## config.mk

```make
export PLATFORM = sky130hd
export DESIGN_NAME = branch_predictor_flat
export DESIGN_NICKNAME = d
export VERILOG_FILES = /design/src/rtl/branch_predictor_if.sv /design/src/rtl/branch_predictor.sv /design/src/flat_wrapper.sv
export SDC_FILE = /design/constraint.sdc
export NUM_CORES = 2
export LEC_CHECK = 0
export ABC_AREA = 1
export ABC_CLOCK_PERIOD_IN_PS = 4400
export CORE_ASPECT_RATIO = 0.7
export CORE_MARGIN = 4
export CORE_UTILIZATION = 25
export DETAILED_ROUTE_END_ITERATION = 10
export PLACE_DENSITY = 0.38
export SLEW_MARGIN = 10
export SYNTH_ARGS = -nofsm -noshare
export SYNTH_HDL_FRONTEND = slang
export SYNTH_SLANG_ARGS = --single-unit
```

## constraint.sdc

```tcl
create_clock -name clk -period 4.4 [get_ports clk]
set_input_delay 0.44 -clock clk [delete_from_list [all_inputs] [get_ports clk]]
set_output_delay 0.44 -clock clk [all_outputs]
set_load 0.005 [all_outputs]
```

## src/rtl/branch_predictor_if.sv

```systemverilog
// Branch predictor bus: fetch-side lookup, resolved-branch update and
// misprediction reporting grouped into one interface.
// master = pipeline side (drives fetch/update), slave = predictor.
interface branch_predictor_if;
   logic [31:0] fetch_pc;
   logic        update_valid;
   logic [31:0] update_pc;
   logic        update_taken;
   logic [31:0] update_target;
   logic        predict_reset;
   logic        prediction;
   logic [31:0] pre_pc;
   logic        btb_hit;
   logic [15:0] miss_count;

   modport master (
      output fetch_pc,
      output update_valid,
      output update_pc,
      output update_taken,
      output update_target,
      output predict_reset,
      input  prediction,
      input  pre_pc,
      input  btb_hit,
      input  miss_count
   );

   modport slave (
      input  fetch_pc,
      input  update_valid,
      input  update_pc,
      input  update_taken,
      input  update_target,
      input  predict_reset,
      output prediction,
      output pre_pc,
      output btb_hit,
      output miss_count
   );
endinterface

```

## src/rtl/branch_predictor.sv

```systemverilog
// Branch predictor: 32-entry direct-mapped BTB plus 32-entry table of
// 2-bit saturating counters, with a saturating misprediction counter.
// Lookup is purely combinational; updates land on the next rising clk,
// so a same-cycle lookup sees the pre-update contents (no bypass).
// Optional macro BRANCH_PREDICTOR_GSHARE_EN: adds a 5-bit global history
// register XORed into the counter-table index (BTB index unaffected).
// Reset is synchronous and active-low.
module branch_predictor (
   input  logic clk,
   input  logic reset_n,
   branch_predictor_if.slave bp
);

   localparam int ENTRIES = 32;

   // BTB storage: valid bits are reset, tags/targets are plain storage
   logic [ENTRIES-1:0] btb_valid;
   logic [24:0]        btb_tag    [ENTRIES];
   logic [31:0]        btb_target [ENTRIES];

   // Branch history table of 2-bit counters (00 strong NT .. 11 strong T)
   logic [1:0]         bht [ENTRIES];

   logic [15:0]        miss_count;

   logic [4:0]         lookup_btb_idx;
   logic [4:0]         update_btb_idx;
   logic [4:0]         lookup_bht_idx;
   logic [4:0]         update_bht_idx;

   logic               lookup_hit;
   logic               lookup_taken;

   // Word-alignment bits of the update PC carry no index or tag information
   logic [1:0]         unused_update_pc_bits;

   assign unused_update_pc_bits = bp.update_pc[1:0];

   // Saturating increment/decrement of a 2-bit direction counter
   function automatic logic [1:0] ctr_next(input logic [1:0] ctr,
                                           input logic       taken);
      logic [1:0] result;
      result = ctr;
      if (taken) begin
         if (ctr != 2'b11) result = ctr + 2'b01;
      end else begin
         if (ctr != 2'b00) result = ctr - 2'b01;
      end
      return result;
   endfunction

   assign lookup_btb_idx = bp.fetch_pc[6:2];
   assign update_btb_idx = bp.update_pc[6:2];

`ifdef BRANCH_PREDICTOR_GSHARE_EN
   // Global history: newest resolved outcome enters bit 0
   logic [4:0] ghr;

   // Shift history on every resolved branch; lookup and update both use
   // the value held before this edge's shift
   always_ff @(posedge clk) begin
      if (!reset_n) begin
         ghr <= 5'b00000;
      end else if (bp.update_valid) begin
         ghr <= {ghr[3:0], bp.update_taken};
      end
   end

   assign lookup_bht_idx = bp.fetch_pc[6:2]  ^ ghr;
   assign update_bht_idx = bp.update_pc[6:2] ^ ghr;
`else
   assign lookup_bht_idx = bp.fetch_pc[6:2];
   assign update_bht_idx = bp.update_pc[6:2];
`endif

   // Valid bits: cleared on reset, set by any taken update at that index
   always_ff @(posedge clk) begin
      if (!reset_n) begin
         btb_valid <= '0;
      end else if (bp.update_valid && bp.update_taken) begin
         btb_valid[update_btb_idx] <= 1'b1;
      end
   end

   // Tag/target write on a taken update; an aliasing entry is simply replaced
   always_ff @(posedge clk) begin
      if (reset_n && bp.update_valid && bp.update_taken) begin
         btb_tag[update_btb_idx]    <= bp.update_pc[31:7];
         btb_target[update_btb_idx] <= bp.update_target;
      end
   end

   // Direction counters: reset to weakly not-taken, trained on every update
   always_ff @(posedge clk) begin
      if (!reset_n) begin
         for (int i = 0; i < ENTRIES; i++) begin
            bht[i] <= 2'b01;
         end
      end else if (bp.update_valid) begin
         bht[update_bht_idx] <= ctr_next(bht[update_bht_idx], bp.update_taken);
      end
   end

   // Misprediction counter, sticks at all-ones rather than wrapping
   always_ff @(posedge clk) begin
      if (!reset_n) begin
         miss_count <= 16'h0000;
      end else if (bp.predict_reset && (miss_count != 16'hFFFF)) begin
         miss_count <= miss_count + 16'h0001;
      end
   end

   // Combinational lookup: hit requires a valid entry with matching tag,
   // and a taken prediction additionally needs the counter MSB set
   always_comb begin
      lookup_hit   = 1'b0;
      lookup_taken = 1'b0;
      if (btb_valid[lookup_btb_idx] &&
          (btb_tag[lookup_btb_idx] == bp.fetch_pc[31:7])) begin
         lookup_hit = 1'b1;
      end
      if (lookup_hit && bht[lookup_bht_idx][1]) begin
         lookup_taken = 1'b1;
      end
   end

   assign bp.btb_hit    = lookup_hit;
   assign bp.prediction = lookup_taken;
   assign bp.pre_pc     = lookup_taken ? btb_target[lookup_btb_idx]
                                       : bp.fetch_pc + 32'd4;
   assign bp.miss_count = miss_count;

endmodule

```

## src/flat_wrapper.sv

```systemverilog
// flat-port wrapper written by rule: the top's interface ports become plain ports
module branch_predictor_flat 
  (clk, reset_n, bp_fetch_pc, bp_update_valid, bp_update_pc, bp_update_taken, bp_update_target, bp_predict_reset, bp_prediction, bp_pre_pc, bp_btb_hit, bp_miss_count);
  branch_predictor_if bp_i ();
  input  logic clk;
  input  logic reset_n;
  input wire logic [$bits(bp_i.fetch_pc)-1:0] bp_fetch_pc;
  input wire logic [$bits(bp_i.update_valid)-1:0] bp_update_valid;
  input wire logic [$bits(bp_i.update_pc)-1:0] bp_update_pc;
  input wire logic [$bits(bp_i.update_taken)-1:0] bp_update_taken;
  input wire logic [$bits(bp_i.update_target)-1:0] bp_update_target;
  input wire logic [$bits(bp_i.predict_reset)-1:0] bp_predict_reset;
  output wire logic [$bits(bp_i.prediction)-1:0] bp_prediction;
  output wire logic [$bits(bp_i.pre_pc)-1:0] bp_pre_pc;
  output wire logic [$bits(bp_i.btb_hit)-1:0] bp_btb_hit;
  output wire logic [$bits(bp_i.miss_count)-1:0] bp_miss_count;
  assign bp_i.fetch_pc = bp_fetch_pc;
  assign bp_i.update_valid = bp_update_valid;
  assign bp_i.update_pc = bp_update_pc;
  assign bp_i.update_taken = bp_update_taken;
  assign bp_i.update_target = bp_update_target;
  assign bp_i.predict_reset = bp_predict_reset;
  assign bp_prediction = bp_i.prediction;
  assign bp_pre_pc = bp_i.pre_pc;
  assign bp_btb_hit = bp_i.btb_hit;
  assign bp_miss_count = bp_i.miss_count;
  branch_predictor u_core (.clk(clk), .reset_n(reset_n), .bp(bp_i));
endmodule
```

* Yosys cells after proc, flatten, opt, wreduce, memory -nomap -nowiden *
Memory sizes are Yosys's and may differ from the RTL's.
Index checks and enable logic that the tools add are counted.

operators by class
  add/sub/neg operators = 4
  muxes and demuxes = 21
  $lt $le $gt $ge = 3
  bitwise operators = 1
  reductions and logical operators = 9
  equality and inequality tests = 3

operators by type and width
  kind                   number
  $add 32x3->32 const B  1
  $mux 32                1
  $or 32x32->32          1
  $eq 25x25->1           1
  $add 16x1->16 const B  1
  $ne 16x16->1 const B   1
  $lt 5x6->1 const B     2
  $mux 2                 6
  $mux 1                 11
  $logic_and 1x1->1      7
  $bmux 1 s5             1
  $demux 1 s5            1
  $ge 5x1->1 const B     1
  $mux 5                 1
  $add 2x1->2 const B    1
  $ne 2x2->1 const B     1
  $reduce_bool 2->1      1
  $reduce_or 2->1        1
  $sub 2x1->2 const B    1

storage, ports and cells
  bits in writable memories = 1888
  input bits = 101
  word-level logic and storage cells = 46
  register bits after elaboration = 48
  memories kept = 3

memories
  memory             depth  bits a word  rd ports  clocked after memory_dff  write ports  RTL line                source
  u_core.btb_target  32     32           1         0                         1            branch_predictor.sv:19  logic [31:0] btb_target [ENTRIES];
  u_core.btb_tag     32     25           1         0                         1            branch_predictor.sv:18  logic [24:0] btb_tag [ENTRIES];
  u_core.bht         32     2            2         0                         32           branch_predictor.sv:22  logic [1:0] bht [ENTRIES];

* Longest topological paths before layout *
  depth after elaboration = 7
  depth in mapped cells = 23
  mapped depth without buffers = 19

* Least setup slack after synthesis *
No wires, ideal clock.

  path type = in2reg
  from = in bp_update_pc[2]
  to = mem u_core.btb_tag[13][0] (enable)
  arrival time = 4.138 ns
  setup slack = -0.210 ns
  stages = 8
  required time = 3.928 ns
  buffers on the path = 2
  cell sequence = buf_2 > inv_1 > nor2_1 > clkbuf_1 > nand2_1 > nor2_1 > inv_1 > nor2_1

RTL lines
  what         RTL line                source
  from (decl)  flat_wrapper.sv:9       input wire logic [$bits(bp_i.update_pc)-1:0] bp_update_pc;
  to (decl)    branch_predictor.sv:18

No word-level cell before the write port.

* Worst setup path in the final report *
  from = mem u_core.btb_tag[2][11]
  to = out bp_pre_pc[21]

between the ends
  word-level cells in the longest chain between the ends = 7

RTL lines
  what               RTL line                 source
  $mem_v2 32x25      -
  $eq 25x25->1       branch_predictor.sv:119  (btb_tag[lookup_btb_idx] == bp.fetch_pc[31:7])) begin
  $logic_and 1x1->1  branch_predictor.sv:118  if (btb_valid[lookup_btb_idx] &&
  $mux 1             branch_predictor.sv:118
  $logic_and 1x1->1  branch_predictor.sv:122  if (lookup_hit && bht[lookup_bht_idx][1]) begin
  $mux 1             branch_predictor.sv:122
  $mux 32            branch_predictor.sv:129  assign bp.pre_pc = lookup_taken ? btb_target[lookup_btb_idx]
  to (decl)          flat_wrapper.sv:14       output wire logic [$bits(bp_i.pre_pc)-1:0] bp_pre_pc;

No other way between the ends.

==> reports/metrics.cfg <==
[status]
outcome=completed

[timing]
worst_slew_margin_rel=0.1598
min_period_ns=4.221
max_freq_ghz=0.2369
worstMarginPinSlew_ns=1.256
setup_viol_count_final=0
min_period_over_period=0.9594
hold_viol_final=0
holdWs_ns=0.1114
finalMaxSlewViolations=0
rsz0062_at_grt=true
setup_tns_ns=0
clock_skew_ns=0.02427

[global_route]
grt_pass1_vias=51690
antenna_found_initial=24
grt_overflow=0
grt_max_degree=106
grt_usage=0.1771
grt_pass1_wl_um=415600

[cells_and_area]
area_growth_pct=21.34
layout_common_cells=edfxtp_1, nand2_1, nor2_1
multi_input_area_mm2=0.01924
nets=7236
final_util=0.3053
drive_gt1_frac=0.1164
fill_cells=31609
regArea_mm2=0.05766
final_common_cell=edfxtp_1

[logic_synthesis]
synth_area_leaders=edfxtp_1, nand2_1, nor2_1, o21ai_0, nand3_1
synth.cell_area_mm2=0.07911
syn_nets=6857
synth_top_flop_cell=edfxtp_1
yosysSeqAreaShare=0.7288
yosysWarnings=0
avgSynthCellArea_um2=11.71
ys_ff_latch=1936
synth_top_area_frac=0.7166
async_flop_share=0
synth.distinct_cells=45
synth_cells=6754
synth_area_leader_cell=edfxtp_1
synth_edf_count=1888

[clock_network]
cts_max_path_buffers=4
htreeDepth=4
path_clk_slew_ns=0.06
clockRootBuffer=clkbuf_16
cts.sinks=1936
cts_buffers=213
cts_tree=yes
insertion_delay_ns=0.84
cts_hold_buf=0

[floorplanning]
io_pins=151
core_region_area_mm2=0.3144
initial_core_util=0.2516
rows=172
die_y_um=478.7
dieWidth_um=680.4
die-area_mm2=0.3257

[route]
wire_per_inst_um=25.99
dr_total_vias=54170
wl_met1_um=142200
ant_nets=0
topRoutingLayerUsed=met5
viasPerCell=4.721
drc=0
drtIter0Drc=5082
dr_wl_met2_um=133100
wl_met3_um=14310
routed_wl_um=298200
first_pass_iters=6

[power]
power_w=0.04077
vdd_drop_max_v=0.0003246
p_leak_nw=32.72
power.density_mw_per_mm2=424.7

[setup_path]
worst_ep_arrival_time_ns=3.78
cp_data_required_time_ns=3.96
r2r_cells=10
rrSetupSlack_ns=2.05
setup.worst_path.end_class=primary output
cp_max_fo=6
path_class=flop to primary output
r2r_end=u_core.bht[18][0]
r2r-start=u_core.bht[0][1]
crit_path_start_kind=flop

[worst_hold_path]
hold_class=input pin to flop
hold_end=u_core.btb_tag[13][20]
hp-start=bp_update_pc[27]
whs_path_depth=1

[job]
maxCapViolations=0

[placed_design]
gp_congestion=0.8590
hpwl_um=174100
portBuffers=148

repair_timing:
item                       4_1_cts  5_1_grt
resized for setup               26       74
cloned                           0        4
pin swaps                        0        9
setup endpoints to repair       33       33
setup buffers                    1        3
flip-flops by register name (all words and copies together) (netlist names):
register and cells:
u_core.bp.miss_count 16, u_core.bht 64, u_core.btb_valid 32, u_core.btb_tag 800, u_core.btb_target 1024
per-layer routing:
metal	vias to the layer above	track usage
li1	24787	-
met2	1420	0.2757
met4	6	0.04552
met1	27601	0.2606
met3	356	0.02119
met5	-	0
cell families after synthesis:
| kind of cell | count (synthesis) | share of synthesized area |
|---|---|---|
| AND/OR/NAND/NOR | 2925 | 0.1487 |
| adder cells (fa/ha/maj) | 2 | 0.0003162 |
| AO/OA/AOI/OAI | 1206 | 0.08508 |
| buffers and inverters | 659 | 0.03430 |
| flip-flops | 1936 | 0.7288 |
| XOR/XNOR | 26 | 0.002878 |
synthesized netlist by cell type (all sizes together), types with 4 or more instances:
cell type	count
a21oi	101
a221o	15
a22oi	18
a31oi	62
buf	189
clkbuf	238
dfxtp	48
edfxtp	1888
inv	231
nand2	1255
nand3	490
nand3b	8
nand4	7
nor2	1118
nor3	38
nor4	4
o211a	6
o211ai	12
o21ai	722
o221ai	31
o22ai	230
xor2	25
critical path, cell delays in order (launching register included):
cell             delay, ns
edfxtp_1              0.37
o211ai_1              0.22
nand3_1               0.12
nand3_1               0.27
nand2_2               0.20
nand2_1               0.12
nand2_1               0.05
nand2_1               0.05
nand2_1               0.05
nor2_1                0.10
nand3_1               0.13
nor2_4                0.20
buf_8                 0.18
clkbuf_16             0.17
nand3_1               0.08
nand2_2               0.13
inv_1                 0.05
clkdlybuf4s50_1       0.43
area by class of cell:
cell class / count / area share
antenna: 8 / 0.0002085
sequential: 1936 / 0.6006
timing repair buffer: 591 / 0.06641
clock buffer: 262 / 0.05788
inverter: 232 / 0.009593
clock inverter: 111 / 0.01044
multi-input combinational: 4159 / 0.2005
tap: 4176 / 0.05443
power breakdown:
group | leakage (nW) | internal [W] | switching (W)
Sequential | 17.4 | 0.0203 | 0.0000246
Clock | 3.20 | 0.00996 | 0.00748
Combinational | 12.2 | 0.000915 | 0.00208
Total | 32.7 | 0.0312 | 0.00959
worst max-delay path by stage:
stage / startpoint / cells after the start / end
finish: u_core.btb_tag[2][11] / 17 / bp_pre_pc[21]
global route: u_core.btb_tag[20][4] / 21 / bp_pre_pc[15]
CTS: bp_fetch_pc[5] / 23 / bp_pre_pc[26]
detailed placement: bp_fetch_pc[5] / 20 / bp_pre_pc[8]
global placement: bp_fetch_pc[5] / 20 / bp_pre_pc[8]
floorplan: bp_update_pc[2] / 8 / u_core.btb_tag[22][0]
per-stage QoR:
stage | std cells | instance area, um2 | worst slack, ns
2_1_floorplan | 6754 | 79170 | 0.3114
3_3_place_gp | 11086 | 88970 | -0.3712
5_1_grt | 11470 | 95990 | -0.03187
6_report | 11475 | 96000 | 0.1788
4_1_cts | 11460 | 95630 | -0.003354
3_5_place_dp | 11086 | 88970 | -0.3306
Note: power is estimated with default switching activity, not from simulation.
